$ cat src/rtl/vga_sync_gen.sv
// VGA sync and pixel-coordinate generator: pixel clock-enable, h/v counters,
// sync pulses, display-active flag and frame-start strobe, all on CLK.
module vga_sync_gen #(
    parameter int   DIV      = 2,
    parameter int   H_ACTIVE = 640,
    parameter int   H_FP     = 16,
    parameter int   H_SYNC   = 96,
    parameter int   H_BP     = 48,
    parameter int   V_ACTIVE = 480,
    parameter int   V_FP     = 10,
    parameter int   V_SYNC   = 2,
    parameter int   V_BP     = 33,
    parameter logic SYNC_POL = 1'b0
) (
    input  logic       CLK,
    input  logic       RESET,
    output logic       pix_ce,
    output logic [9:0] hcnt,
    output logic [9:0] vcnt,
    output logic       hsync,
    output logic       vsync,
    output logic       active,
    output logic       frame_start
);

    localparam int DW      = (DIV > 1) ? $clog2(DIV) : 1;
    localparam int H_TOTAL = H_ACTIVE + H_FP + H_SYNC + H_BP;
    localparam int V_TOTAL = V_ACTIVE + V_FP + V_SYNC + V_BP;

    localparam logic [DW-1:0] DIV_LAST = DW'(DIV - 1);
    localparam logic [9:0]    H_LAST   = 10'(H_TOTAL - 1);
    localparam logic [9:0]    V_LAST   = 10'(V_TOTAL - 1);
    localparam logic [9:0]    H_ACT    = 10'(H_ACTIVE);
    localparam logic [9:0]    V_ACT    = 10'(V_ACTIVE);
    localparam logic [9:0]    HS_BEG   = 10'(H_ACTIVE + H_FP);
    localparam logic [9:0]    HS_END   = 10'(H_ACTIVE + H_FP + H_SYNC - 1);
    localparam logic [9:0]    VS_BEG   = 10'(V_ACTIVE + V_FP);
    localparam logic [9:0]    VS_END   = 10'(V_ACTIVE + V_FP + V_SYNC - 1);

    logic [DW-1:0] r_div_cnt;
    logic          r_pix_ce;
    logic [9:0]    r_hcnt;
    logic [9:0]    r_vcnt;
    logic          r_hsync;
    logic          r_vsync;
    logic          r_active;
    logic          r_frame_start;

    logic          w_step;
    logic          w_h_wrap;
    logic          w_v_wrap;
    logic [9:0]    w_hcnt_nxt;
    logic [9:0]    w_vcnt_nxt;

    // Decodes are taken from the next-state counters so they land in the
    // same cycle as the counter value they describe.
    always_comb begin
        w_step     = (r_div_cnt == DIV_LAST);
        w_h_wrap   = w_step && (r_hcnt == H_LAST);
        w_v_wrap   = w_h_wrap && (r_vcnt == V_LAST);
        w_hcnt_nxt = r_hcnt;
        w_vcnt_nxt = r_vcnt;
        if (w_step) begin
            w_hcnt_nxt = w_h_wrap ? 10'd0 : r_hcnt + 10'd1;
        end
        if (w_h_wrap) begin
            w_vcnt_nxt = w_v_wrap ? 10'd0 : r_vcnt + 10'd1;
        end
    end

    always_ff @(posedge CLK or posedge RESET) begin
        if (RESET) begin
            r_div_cnt     <= '0;
            r_pix_ce      <= 1'b0;
            r_hcnt        <= 10'd0;
            r_vcnt        <= 10'd0;
            r_hsync       <= ~SYNC_POL;
            r_vsync       <= ~SYNC_POL;
            r_active      <= 1'b1;
            r_frame_start <= 1'b0;
        end else begin
            r_div_cnt     <= w_step ? '0 : r_div_cnt + DW'(1);
            r_pix_ce      <= w_step;
            r_hcnt        <= w_hcnt_nxt;
            r_vcnt        <= w_vcnt_nxt;
            r_hsync       <= ((w_hcnt_nxt >= HS_BEG) && (w_hcnt_nxt <= HS_END)) ? SYNC_POL : ~SYNC_POL;
            r_vsync       <= ((w_vcnt_nxt >= VS_BEG) && (w_vcnt_nxt <= VS_END)) ? SYNC_POL : ~SYNC_POL;
            r_active      <= (w_hcnt_nxt < H_ACT) && (w_vcnt_nxt < V_ACT);
            r_frame_start <= w_v_wrap;
        end
    end

    assign pix_ce      = r_pix_ce;
    assign hcnt        = r_hcnt;
    assign vcnt        = r_vcnt;
    assign hsync       = r_hsync;
    assign vsync       = r_vsync;
    assign active      = r_active;
    assign frame_start = r_frame_start;

endmodule

$ cat config.mk
export PLATFORM = sky130hd
export DESIGN_NAME = vga_sync_gen
export DESIGN_NICKNAME = d
export VERILOG_FILES = /design/src/rtl/vga_sync_gen.sv
export SDC_FILE = /design/constraint.sdc
export NUM_CORES = 1
export LEC_CHECK = 0
export ABC_AREA = 1
export CAP_MARGIN = 10
export CORE_ASPECT_RATIO = 1.4
export CORE_UTILIZATION = 47
export CTS_CLUSTER_DIAMETER = 200
export DETAILED_ROUTE_END_ITERATION = 7
export PLACE_DENSITY = 0.81
export SYNTH_ARGS = -nofsm -noshare
export SYNTH_HDL_FRONTEND = slang
export SYNTH_SLANG_ARGS = --single-unit
$ cat constraint.sdc
create_clock -name CLK -period 2.55 [get_ports CLK]
set_input_delay 0.6375 -clock CLK [delete_from_list [all_inputs] [get_ports CLK]]
set_output_delay 0.6375 -clock CLK [all_outputs]
set_load 0.01 [all_outputs]
Yosys cells after proc, flatten, opt, wreduce, memory -nomap -nowiden
Index checks and enable logic that the tools add are counted.
{ "word_totals": {"output_inout_bits": 25, "reg_bits": 26, "wordCells": 31, "in_bits": 2} }
{ "op_classes": {"mux": 7, "magnitude_cmp": 6, "eq_ne": 2, "add_sub_neg": 3, "reduce_logical": 5} }
{ "op_table": {"columns": ["cell", "n"], "rows": [
  ["10-bit 2-to-1 mux", 4],
  ["10-bit by 1-bit adder with 10-bit output (second input constant)", 2],
  ["10-bit == test (second input constant)", 2],
  ["10-bit >= comparator (second input constant)", 1],
  ["10-bit by 9-bit >= comparator with 1-bit output (second input constant)", 1],
  ["10-bit <= comparator (second input constant)", 1],
  ["10-bit by 9-bit <= comparator with 1-bit output (second input constant)", 1],
  ["10-bit < comparator (second input constant)", 1],
  ["10-bit by 9-bit < comparator with 1-bit output (second input constant)", 1],
  ["1-bit logical AND", 5],
  ["1-bit 2-to-1 mux", 3],
  ["1-bit adder (second input constant)", 1]
]} }

Depth between registers and ports, before layout
{ "logic_depth": {"word_depth": 8, "depth_mapped": 12, "ltp_nobuf": 12} }

Least setup slack after synthesis
Ideal clock, no wire load.
{ "synth_timing": {"path_type": "reg-to-reg", "from": "register r_hcnt[0] (netlist: hcnt[0])", "to": "register r_vsync (netlist: vsync)", "required_ns": 2.473, "synth_period_minus_slack_ns": 1.613, "path_stages_with_launch": 13, "path_buffers": 0, "setup_slack_ns": 0.937, "setup_time_ns": 0.077, "arrival_time_ns": 1.536, "cell_sequence": "dfrtp_1 -> ha_1 -> nand2_2 -> nor2_4 -> nand2_2 -> nor2_4 -> nand2_2 -> nand2_2 -> inv_2 -> nor2_4 -> nand3_1 -> nor2_1 -> nand2_1"} }
{ "synth_via": {"elab_chain_len": 8, "word_cells_on_any_way": 9, "classes_between": "order compare: 2; eq/ne: 1; mux: 3; reduce/logical: 3"} }
{ "synth_lines": {"columns": ["element", "line", "source"], "rows": [
  ["start, declared", "42", "logic [9:0] r_hcnt;"],
  ["start signal, assigned", "84", "r_hcnt <= w_hcnt_nxt;"],
  ["10-bit == test (*)", "59", "w_h_wrap = w_step && (r_hcnt == H_LAST);"],
  ["1-bit logical AND (*)", "59", null],
  ["1-bit logical AND", "60", "w_v_wrap = w_h_wrap && (r_vcnt == V_LAST);"],
  ["10-bit 2-to-1 mux", "67", "w_vcnt_nxt = w_v_wrap ? 10'd0 : r_vcnt + 10'd1;"],
  ["10-bit 2-to-1 mux (*)", "66", "if (w_h_wrap) begin"],
  ["named net w_vcnt_nxt[3]", "53", "logic [9:0] w_vcnt_nxt;"],
  ["10-bit by 9-bit >= comparator with 1-bit output or 10-bit by 9-bit <= comparator with 1-bit output (tied branches)", "87", "r_vsync <= ((w_vcnt_nxt >= VS_BEG) && (w_vcnt_nxt <= VS_END)) ? SYNC_POL : ~SYNC_POL;"],
  ["1-bit logical AND (*)", "87", null],
  ["1-bit 2-to-1 mux (*)", "87", null],
  ["end signal, assigned", "78", "r_vsync <= ~SYNC_POL;"],
  ["end signal, assigned", "87", null],
  ["end, declared", "45", "logic r_vsync;"]
]} }
Mark *: on every way through the listed nets, which the timed path passes. The rest lies on a longest branch.

Final worst setup path
{ "layout_timing": {"from": "register r_hcnt[2] (netlist: hcnt[2])", "to": "output hcnt[2]"} }
{ "layout_rtl": {"columns": ["element", "line", "source"], "rows": [
  ["end, declared", "18", "output logic [9:0] hcnt,"]
]} }
No word-level cell between the ends.

==> out/results.ini <==
[floorplan]
rows=24
dieArea_mm2=0.00369
die_w_um=51.6
ios=27
initial_utilization_pct=50.4
design.core.area_mm2=0.00321
die-height_um=71.5

[yosys]
yosys_warnings=0
avgSynthCellArea_um2=6.95
synth.distinct_cells=23
syn_nets=238
ys_seq_area_share_pct=40.4
synth_area_mm2=0.00162
synthCells=233
ys_ff_latch=26

[clock_tree]
hold_buffers=0
cts_tree=yes
cts_buffers=3
post_cts_buffers=0
clk_path_buf_depth=2
cts.htree.levels=1
clkTransAtPathRegs_ns=0.09
clkLatencyLatePin_ns=0.27
clkSinkCount=26
cts-root-buf=clkbuf_8
cts_resized=0

[grt]
track_usage_pct=22.1
overflow=0
grt_start_max_net_pins=27
antenna_found_initial=0
grt_pass1_vias=1480
grt_pass1_wl_um=6180

[power_and_ir_drop]
powerDensity_mw_per_mm2=331
peakVddDrop_v=0.000292
leakagePower_uw=0.00106
total_power_uw=653

[critical_path]
crit_family=buffers and inverters
r2r_slack_ns=0.67
path_class=register to output pin
slowest_delay_ns=0.59
path_cells=clkdlybuf4s50_1
cp-start-kind=register
required_ns=1.91
critPathSlowestCell=clkdlybuf4s50_1
cp-end-kind=output pin
arrival_ns=1.34
critical_path_peak_fanout=7
cp.buffers_inverters=1

[finish]
fin_util_pct=61.4
area_delta_synth_final_pct=21.9
nets=269
diodes=0
drive_gt1_share_pct=9.89

[placement]
io_buffers=26
place_ws_ns=0.703
place_congestion=0.943
place_hpwl_um=2730

[sta]
worstMarginPinSlew_ns=0.363
min_period_over_period_pct=77.6
rsz0062_at_grt=false
finalMaxSlewViolations=0
setup_tns_ns=0
holdWs_ns=0.620
maxSlewHeadroom_pct=75.8
hold_viol_final=0
period_needed_ns=1.98
timing.fmax_mhz=506
clock-skew-final_ns=0.00786
worst_slack_ns=0.572
setup_viol=0

[detailed_routing]
vias_per_cell=5.04
finalWirelength_um=3500
postRouteAntennaNets=0
vias=1522
avgRoutedWirePerCell_um=11.6
drt_first_pass_iters=4
drt_iter0_drc=51
drc_errors=0

[flow_run]
drv_cap=0

[min_path]
hold_path_class=register to register

[status]
status=finished clean

-- metal layers --
| metal | vias up | routed length [um] | GRT usage (%) |
|---|---|---|---|
| met4 | 0 | 54 | 8.41 |
| met5 | - | 0 | 0 |
| met1 | 706 | 1490 | 24.1 |
| met2 | 32 | 1880 | 42.0 |
| met3 | 5 | 73 | 2.34 |
| li1 | 779 | - | - |
-- cell usage after synthesis --
library cell,n,area share (%)
nor3_1,3,0.93
nand3_2,1,0.62
nand2_1,64,15
buf_4,1,0.46
nand2_2,6,2.3
nor2_1,26,6.0
nor2_2,2,0.77
and3_1,1,0.39
nand4_1,7,2.7
nand3_1,27,8.3
dfstp_2,3,4.9
ha_1,3,2.3
o21ai_0,6,1.9
nor2_8,1,1.2
inv_2,3,0.69
a21oi_1,3,0.93
dfrtp_1,23,36
inv_1,44,10
o21bai_2,1,0.69
o21a_1,2,0.93
clkinv_1,1,0.23
nor2_4,4,2.8
or2_2,1,0.39
-- area by class of cell --
cell class	count	area [um^2]
fillers	298	1240
multi-input cells	158	778
flip-flops and latches	26	654
repair buffers	27	268
inverters	48	180
well taps	39	48.8
clock buffers	4	45.0
-- state kept, by name, indices dropped and copies added, names as in the netlist --
signal       flops
active           1
frame_start      1
hcnt            10
hsync            1
pix_ce           1
r_div_cnt        1
vcnt            10
vsync            1
-- path summary, 6_finish.rpt --
kind | from | end | depth (start not counted)
hold / removal | r_div_cnt | pix_ce | 0
setup / recovery | hcnt[2] | hcnt[2] | 1
setup reg to reg | hcnt[0] | vsync | 12
hold reg to reg | r_div_cnt | pix_ce | 0
max in group asynchronous | RESET | vsync | 3
min in group asynchronous | RESET | frame_start | 3
-- per-stage QoR --
step	instances	area (um^2)
global route	302	1970
detailed placement	298	1930
global placement	298	1930
finish	302	1970
CTS	302	1970
floorplan	233	1620
-- placed cells by master (no fill, tap or decap) --
cell type,synthesis,final
nand2_2,6,6
o21a_1,2,2
o21ai_0,6,6
nor2_4,4,4
nor2_8,1,1
nor2_2,2,2
nand3_1,27,27
nand3_2,1,1
o21bai_2,1,1
nor3_1,3,3
nand2_1,64,64
a21oi_1,3,3
or2_2,1,1
nand4_1,7,7
dfstp_2,3,3
inv_2,3,3
clkbuf_1,0,1
and3_1,1,1
clkdlybuf4s50_1,0,26
nor2_1,26,26
buf_4,1,1
clkinv_1,1,1
inv_1,44,44
clkbuf_8,0,3
ha_1,3,3
dfrtp_1,23,23
-- report_power, final --
group	total, uW	switching (uW)	leakage, uW	internal [uW]
Combinational	10.2	7.76	0.000696	2.46
Sequential	412	0	0.000339	412
Clock	231	119	0.0000228	112
-- cells by family after synthesis --
group / share of synthesized area, %
AOI/OAI and AO/OA: 4.40
adders and majority gates: 2.32
buffers and inverters: 11.6
DFF: 40.4
and+or+nand+nor: 41.3
Note: power is estimated with default switching activity, not from simulation.
